===== src/rtl/uart_rx_pkg.sv =====
// ============================================================================
// Module      : uart_rx_pkg
// Description : Shared UART definitions: bit period and receiver state codes.
// Revision    : 1.0 - initial release
// ============================================================================
`default_nettype none

package uart_rx_pkg;

  // Bit period minus one, in clocks; single source shared with uart_tx.
  localparam logic [8:0] UART_FULL_ETU = 9'd433;
  // Mid-bit offset used to verify the start bit.
  localparam logic [8:0] UART_HALF_ETU = UART_FULL_ETU >> 1;

  typedef enum logic [1:0] {
    UART_RX_IDLE  = 2'd0,
    UART_RX_START = 2'd1,
    UART_RX_DATA  = 2'd2,
    UART_RX_STOP  = 2'd3
  } uart_rx_state_e;

endpackage

`default_nettype wire


===== src/rtl/uart_rx_sync_2ff.sv =====
// ============================================================================
// Module      : sync_2ff
// Description : Two-flop synchronizer for one asynchronous input, with a
//               parameterized reset value.
// Revision    : 1.0 - initial release
// ============================================================================
`default_nettype none

module sync_2ff #(
  parameter logic RESET_VAL = 1'b1
) (
  input  logic clk,
  input  logic rst_n,
  input  logic d,
  output logic q
);

  logic [1:0] sync_q;
  logic [1:0] sync_d;

  // Shift the asynchronous input through two stages.
  always_comb begin
    sync_d = {sync_q[0], d};
  end

  // Synchronizer flops, forced to the idle level while in reset.
  always_ff @(posedge clk or negedge rst_n) begin
    if (!rst_n) begin
      sync_q <= {2{RESET_VAL}};
    end else begin
      sync_q <= sync_d;
    end
  end

  assign q = sync_q[1];

endmodule

`default_nettype wire


===== src/rtl/uart_rx.sv =====
// ============================================================================
// Module      : uart_rx
// Description : 8N1 UART receiver. Detects the start edge, verifies it at
//               mid-bit, samples eight data bits LSB first and checks the
//               stop bit, issuing a one-cycle valid or frame_err strobe.
// Revision    : 1.0 - initial release
// ============================================================================
`default_nettype none

module uart_rx
  import uart_rx_pkg::*;
#(
  parameter logic [8:0] FULL_ETU = UART_FULL_ETU
) (
  input  logic       clk,
  input  logic       rst,
  input  logic       din,
  output logic [7:0] data_in,
  output logic       valid,
  output logic       frame_err
);

  localparam logic [8:0] HALF_ETU = FULL_ETU >> 1;

  logic           din_s;
  logic           din_prev_q, din_prev_d;
  uart_rx_state_e state_q, state_d;
  logic [8:0]     etu_cnt_q, etu_cnt_d;
  logic [2:0]     bit_cnt_q, bit_cnt_d;
  logic [7:0]     shreg_q, shreg_d;
  logic [7:0]     data_q, data_d;
  logic           valid_q, valid_d;
  logic           frame_err_q, frame_err_d;

  logic           start_edge;
  logic           etu_half;
  logic           etu_full;

  sync_2ff #(
    .RESET_VAL(1'b1)
  ) u_din_sync (
    .clk  (clk),
    .rst_n(rst),
    .d    (din),
    .q    (din_s)
  );

  // Edge-based start detection: a line held low (break) never retriggers.
  assign start_edge = !din_s && din_prev_q;
  assign etu_half   = (etu_cnt_q == HALF_ETU);
  assign etu_full   = (etu_cnt_q == FULL_ETU);

  // State and datapath registers.
  always_ff @(posedge clk or negedge rst) begin
    if (!rst) begin
      state_q     <= UART_RX_IDLE;
      din_prev_q  <= 1'b1;
      etu_cnt_q   <= '0;
      bit_cnt_q   <= '0;
      shreg_q     <= '0;
      data_q      <= '0;
      valid_q     <= 1'b0;
      frame_err_q <= 1'b0;
    end else begin
      state_q     <= state_d;
      din_prev_q  <= din_prev_d;
      etu_cnt_q   <= etu_cnt_d;
      bit_cnt_q   <= bit_cnt_d;
      shreg_q     <= shreg_d;
      data_q      <= data_d;
      valid_q     <= valid_d;
      frame_err_q <= frame_err_d;
    end
  end

  // Next-state logic; a false start falls straight back to IDLE.
  always_comb begin
    state_d = state_q;
    case (state_q)
      UART_RX_IDLE:  if (start_edge) state_d = UART_RX_START;
      UART_RX_START: if (etu_half) state_d = din_s ? UART_RX_IDLE : UART_RX_DATA;
      UART_RX_DATA:  if (etu_full && (bit_cnt_q == 3'd7)) state_d = UART_RX_STOP;
      UART_RX_STOP:  if (etu_full) state_d = UART_RX_IDLE;
      default:       state_d = UART_RX_IDLE;
    endcase
  end

  // Counters, shift register and strobes; leaving STOP at mid-bit lets a
  // start edge right after the stop bit be caught.
  always_comb begin
    din_prev_d  = din_s;
    etu_cnt_d   = (state_q == UART_RX_IDLE) ? 9'd0 : etu_cnt_q + 9'd1;
    bit_cnt_d   = bit_cnt_q;
    shreg_d     = shreg_q;
    data_d      = data_q;
    valid_d     = 1'b0;
    frame_err_d = 1'b0;
    case (state_q)
      UART_RX_START: begin
        if (etu_half && !din_s) bit_cnt_d = 3'd0;
      end
      UART_RX_DATA: begin
        if (etu_full) begin
          shreg_d   = {din_s, shreg_q[7:1]};
          bit_cnt_d = bit_cnt_q + 3'd1;
          etu_cnt_d = 9'd0;
        end
      end
      UART_RX_STOP: begin
        if (etu_full) begin
          if (din_s) begin
            data_d  = shreg_q;
            valid_d = 1'b1;
          end else begin
            frame_err_d = 1'b1;
          end
        end
      end
      default: begin
      end
    endcase
    if (state_d != state_q) etu_cnt_d = 9'd0;
  end

  assign data_in   = data_q;
  assign valid     = valid_q;
  assign frame_err = frame_err_q;

endmodule

`default_nettype wire

===== config.mk =====
export PLATFORM = sky130hd
export DESIGN_NAME = uart_rx
export DESIGN_NICKNAME = d
export VERILOG_FILES = /design/src/rtl/uart_rx_pkg.sv /design/src/rtl/uart_rx_sync_2ff.sv /design/src/rtl/uart_rx.sv
export SDC_FILE = /design/constraint.sdc
export NUM_CORES = 1
export LEC_CHECK = 0
export CORE_MARGIN = 2
export CORE_UTILIZATION = 45
export DETAILED_ROUTE_END_ITERATION = 6
export GPL_ROUTABILITY_DRIVEN = 0
export HOLD_SLACK_MARGIN = 0.03
export PLACE_DENSITY = 0.77
export SYNTH_ARGS = -nofsm -noshare
export SYNTH_HDL_FRONTEND = slang
export SYNTH_SLANG_ARGS = --single-unit
export TNS_END_PERCENT = 1

===== constraint.sdc =====
create_clock -name clk -period 2.6 [get_ports clk]
set_input_delay 0.39 -clock clk [delete_from_list [all_inputs] [get_ports clk]]
set_output_delay 0.39 -clock clk [all_outputs]
set_load 0.01 [all_outputs]

# Word level (Yosys, flattened, before mapping)

Cells that the tools add are included.

Add/subtract/negate cells: 2
Multiply operators: 0
Divide/modulo/power cells: 0
$lt $le $gt $ge: 0
Equal/unequal tests: 9
Shift-type cells: 0
Muxes and demuxes: 19
Bitwise gates (word level): 0
Reductions and logical operators: 9

Operators by type and width:

| cell                                                | count |
|---|---|
| 2-to-1 mux 9 bit                                    | 4 |
| 2-to-1 mux 2 bit                                    | 5 |
| adder 9 x 1 -> 9 bit, second input constant         | 1 |
| equality test 9 x 8 -> 1 bit, second input constant | 1 |
| equality test 9 bit, second input constant          | 1 |
| one-hot mux 2 bit (4 select lines)                  | 1 |
| 2-to-1 mux 1 bit                                    | 6 |
| 2-to-1 mux 3 bit                                    | 2 |
| one-hot mux 3 bit (2 select lines)                  | 1 |
| AND reduction 3 bit                                 | 2 |
| equality test 2 bit, second input constant          | 2 |
| inequality test 2 bit, second input constant        | 2 |
| adder 3 x 1 -> 3 bit, second input constant         | 1 |
| equality test 3 bit, second input constant          | 1 |
| logical AND 1 bit                                   | 3 |
| equality test 2 x 1 -> 1 bit, second input constant | 1 |
| zero test 2 bit                                     | 1 |
| inequality test 2 bit                               | 1 |
| AND reduction 2 bit                                 | 1 |
| nonzero test 2 bit                                  | 1 |
| zero test 1 bit                                     | 1 |

Register bits after elaboration: 35
Latch bits: 0
RAM bits: 0
ROM bits: 0
Output and inout port bits: 10
Memories: 0

# Logic depth before layout (Yosys ltp)

Depth after elaboration: 6
Gate-level depth with buffers: 7
Mapped depth without buffers: 6

# By module

A second synthesis with hierarchy kept.

Cells, all modules: 110
Area, all modules: 1521.5 µm²

By module, submodules not included:

| module   | times used | cells each | area each (µm²) | seq. area each (µm²) |
|---|---|---|---|---|
| uart_rx  | 1          | 108        | 1468.9          | 827.0 |
| sync_2ff | 1          | 2          | 52.6            | 52.6 |

# Least setup slack after synthesis

OpenSTA, ideal clock, no wires.

Path kind: reg-to-reg
Start: register etu_cnt_q[0]
End: register bit_cnt_q[0]
Library setup time: 0.125 ns
Arrival time: 1.843 ns
Required time: 2.475 ns
Path slack: 0.632 ns
Cell stages (with the launch flop): 7
Clock period less this slack: 1.968 ns
Cells stage by stage: dfrtp_1 -> inv_1 -> ha_1 -> or4b_1 -> or3_4 -> o32a_1 -> mux2_4

Cells in the longest elaborated chain, start to end: 4
Elaborated cells between the ends (all ways): 6
Those cells by class: eq/ne (4); reduce/logical (2)

Ends and longest elaborated chain:

| element                                | line           | source |
|---|---|---|
| from (decl)                            | uart_rx.sv:28  | `logic [8:0] etu_cnt_q, etu_cnt_d;` |
| from (signal assigned)                 | uart_rx.sv:67  | `etu_cnt_q <= etu_cnt_d;` |
| equality test 9 x 8 -> 1 bit           | uart_rx.sv:50  | `assign etu_half = (etu_cnt_q == HALF_ETU);` |
| logical AND 1 bit                      | uart_rx.sv:100 | `if (etu_half && !din_s) bit_cnt_d = 3'd0;` |
| inequality test 2 bit (no source line) | n/a            |  |
| AND reduction 3 bit (no source line) * | n/a            |  |
| to (signal assigned)                   | uart_rx.sv:68  | `bit_cnt_q <= bit_cnt_d;` |
| to (decl)                              | uart_rx.sv:29  | `logic [2:0] bit_cnt_q, bit_cnt_d;` |

Mark *: on every way between the ends. The rest lies on a longest branch, timed or not.
A chain may end at the register's enable or synchronous reset.

# Worst setup path after layout

Ends and elaborated chain as after synthesis.

==> results.md <==
* DR vias/cell at 5.18
* Later-pin clock latency in the skew report at around 0.34 ns
* Cts-stage hold buffer count at 0
* Root buffer cell: clkbuf_4
* Cell row count at 20
* R2R Setup Slk at ~0.55 ns
* RR Startpoint: etu_cnt_q[0]
* Initial DRC Count at 21
* Die footprint at around 0.0038 mm²
* Tmin final at approximately 2.0 ns
* Port buffer count at 12
* CTS resizes at 0
* Status: completed
* WS Path Type: register to register
* Routed via count at between 900 and 1,000
* CP max FO at 5
* WP data required at about 2.8 ns
* First-pass GRT wire length at roughly 3.8 mm
* Starting density of the core at 0.477
* Worst Setup End Kind: register
* Yosys warnings at 0
* Share of layout cells above drive strength 1 at 0.265
* Setup Buffers After CTS at 0
* Layout Cell Area excl Fill at between 0.0015 and 0.002 mm²
* GRT Total Usage at 0.146
* Pre-CTS setup slack at approximately 0.55 ns
* Peak VDD IR at approximately 0.63 mV
* Setup Skew at approximately 0.014 ns
* Layout fillers at about 280
* ANT nets after route at 0
* Critical path arrival at about 2.3 ns
* Syn-to-layout area delta at 17.7%
* Largest net degree at the start of global routing at 36
* Final Hold Vio Count at 0
* Placed Area at 0.00166 mm²
* CTS HTree Levels at 2
* Post-layout util at 0.561
* Hold Slack at roughly 0.36 ns
* Setup WS post-layout at 0.553 ns
* Cells after synthesis at around 110
* Post-DP HPWL at between 1.5 and 2 mm
* Wirelength per Cell at about 12 µm
* Hold Path Class: register to register
* Core footprint at between 0.003 and 0.004 mm²
* Nets at ~140
* PwrDens at 694 mW/mm²
* Hold_sp: u_din_sync.sync_q[0]
* Max Clk Rate at between 400 and 500 MHz
* CTS buffer count at 5
* CTS tree: yes
* Min-Delay Path Depth at 0
* Commonest non-fill, non-tap cells in the layout: dfrtp_1 (32), mux2_2 (16), clkdlybuf4s50_1 (12), nor2_1 (11)
* Max Cap Viol at 0
* Final Max Slew Viols at 0
* Yosys reg bits at 35
* Synth cell types at 26
* Routed wire length at approximately 2.2 mm
* Worst setup SP type: register
* CTS sink cnt at 35
* IO Pins at 13
* Synthesized area per cell at approximately 13 µm²
* Remaining DRCs at 0
* Vias in the first global route at just over 800
* Post-synth net total at 120
* Gr ovfl total at 0
* Initial antenna violation count at 0
* Diodes inserted at 0
* Worst flop-to-flop path endpoint: bit_cnt_q[0]
* Relative slew slack at 0.697
* Clk buf depth at 2
* Sequential share of the synthesized area at 0.594
* DIE HEIGHT at between 60 and 70 µm
* Lkg Pwr at roughly 0.84 nW
* Reg2Reg Depth at 6
* Endpoints failing setup at 0
* Least-Margin Pin Slew at 0.454 ns
* Sum Neg Setup Slack at 0 ns
* Worst hold endpoint: u_din_sync.sync_q[1]
* Final Cycle Share at 0.787
* Drt first pass iters at 4
* Unrepaired setup endpoints after global routing: no
* Clock transition at the registers of the reported paths at about 0.10 ns
* Commonest non-fill, non-tap cell in the layout: dfrtp_1
* Die width at a little over 60 µm
* Syn Std Cell Area at 0.00148 mm²
-- power breakdown --
group          internal [mW]  total, mW  switching, mW
registers              0.602      0.668         0.0665
clock network          0.202      0.381          0.179
logic                 0.0809      0.159         0.0785
-- sequential cells by signal, summed over array words and instances (netlist names) --
name and cells:
etu_cnt_q 9, state_q 2, frame_err 1, bit_cnt_q 3, valid 1, shreg_q 8, din_prev_q 1, u_din_sync.sync_q 2
data_in 8
-- cell usage after synthesis --
| library cell | number | area (µm²) |
|---|---|---|
| nor2_1 | 11 | 41.3 |
| or3_4 | 1 | 11.3 |
| nand3_1 | 5 | 25.0 |
| buf_2 | 2 | 10.0 |
| or4b_1 | 1 | 10.0 |
| and3_1 | 3 | 18.8 |
| dfrtp_1 | 32 | 801 |
| a31oi_4 | 1 | 21.3 |
| ha_1 | 5 | 62.6 |
| xor2_1 | 3 | 26.3 |
| o32a_1 | 1 | 10.0 |
| a221oi_1 | 1 | 8.76 |
| a21oi_1 | 2 | 10.0 |
| or3_1 | 1 | 6.26 |
| dfstp_2 | 3 | 78.8 |
| a22o_2 | 2 | 20.0 |
| nor2b_1 | 2 | 12.5 |
| nand2_1 | 4 | 15.0 |
| xnor2_1 | 4 | 35.0 |
| mux2_4 | 1 | 15.0 |
| nor3_1 | 1 | 5.00 |
| and4bb_2 | 1 | 12.5 |
| o21ai_0 | 3 | 15.0 |
| and4b_1 | 1 | 10.0 |
| inv_1 | 5 | 18.8 |
| mux2_2 | 16 | 180 |
-- worst max-delay path, stage by stage, from the launching register on --
cell and delay [ns]:
dfrtp_1 0.43, inv_1 0.07, ha_1 0.12, or4b_1 0.42
or3_4 0.41, o32a_1 0.22, mux2_4 0.27
-- area by class of cell --
type / instances / area (µm²) / area share
inverters: 5 / 18.8 / 0.0108
multi-input cells: 70 / 572 / 0.328
flip-flops and latches: 35 / 880 / 0.505
clock buffers: 5 / 37.5 / 0.0216
clock inverters: 3 / 43.8 / 0.0251
well taps: 44 / 55.1 / 0.0316
repair buffers: 14 / 135 / 0.0776
-- cell families after synthesis --
| group | synth area share |
|---|---|
| flip-flops | 0.594 |
| AO/OA/AOI/OAI | 0.0575 |
| XOR/XNOR | 0.0414 |
| buffers and inverters | 0.0194 |
| AND/OR/NAND/NOR | 0.113 |
| multiplexers | 0.132 |
| adder cells (fa/ha/maj) | 0.0423 |
-- worst max-delay path by stage --
| stage | from | endpoint | slack, ns | cells after the start |
|---|---|---|---|---|
| 2_1_floorplan | etu_cnt_q[0] | bit_cnt_q[0] | 0.63 | 6 |
| 3_3_place_gp | etu_cnt_q[0] | bit_cnt_q[0] | 0.59 | 6 |
| 3_5_place_dp | etu_cnt_q[0] | bit_cnt_q[0] | 0.55 | 6 |
| 4_1_cts | etu_cnt_q[0] | bit_cnt_q[0] | 0.54 | 6 |
| 5_1_grt | etu_cnt_q[1] | data_in[0] | 0.44 | 6 |
| 6_report | etu_cnt_q[0] | bit_cnt_q[0] | 0.55 | 6 |
-- through the flow --
| stage | total power [mW] | instances |
|---|---|---|
| 6_report | 1.21 | 176 |
| 4_1_cts | 1.23 | 176 |
| 5_1_grt | 1.29 | 176 |
| 2_1_floorplan | 0.784 | 112 |
| 3_3_place_gp | 0.826 | 168 |
| 3_5_place_dp | 0.840 | 168 |
-- layer usage --
layer / vias to the layer above / global-route usage / share of wire
met2: 21 / 0.217 / 0.49
met5: - / 0 / 0
met3: 5 / 0.0567 / 0.045
met1: 457 / 0.183 / 0.44
li1: 429 / - / -
met4: 0 / 0.0821 / 0.025
(Power assumes the default switching activity.)
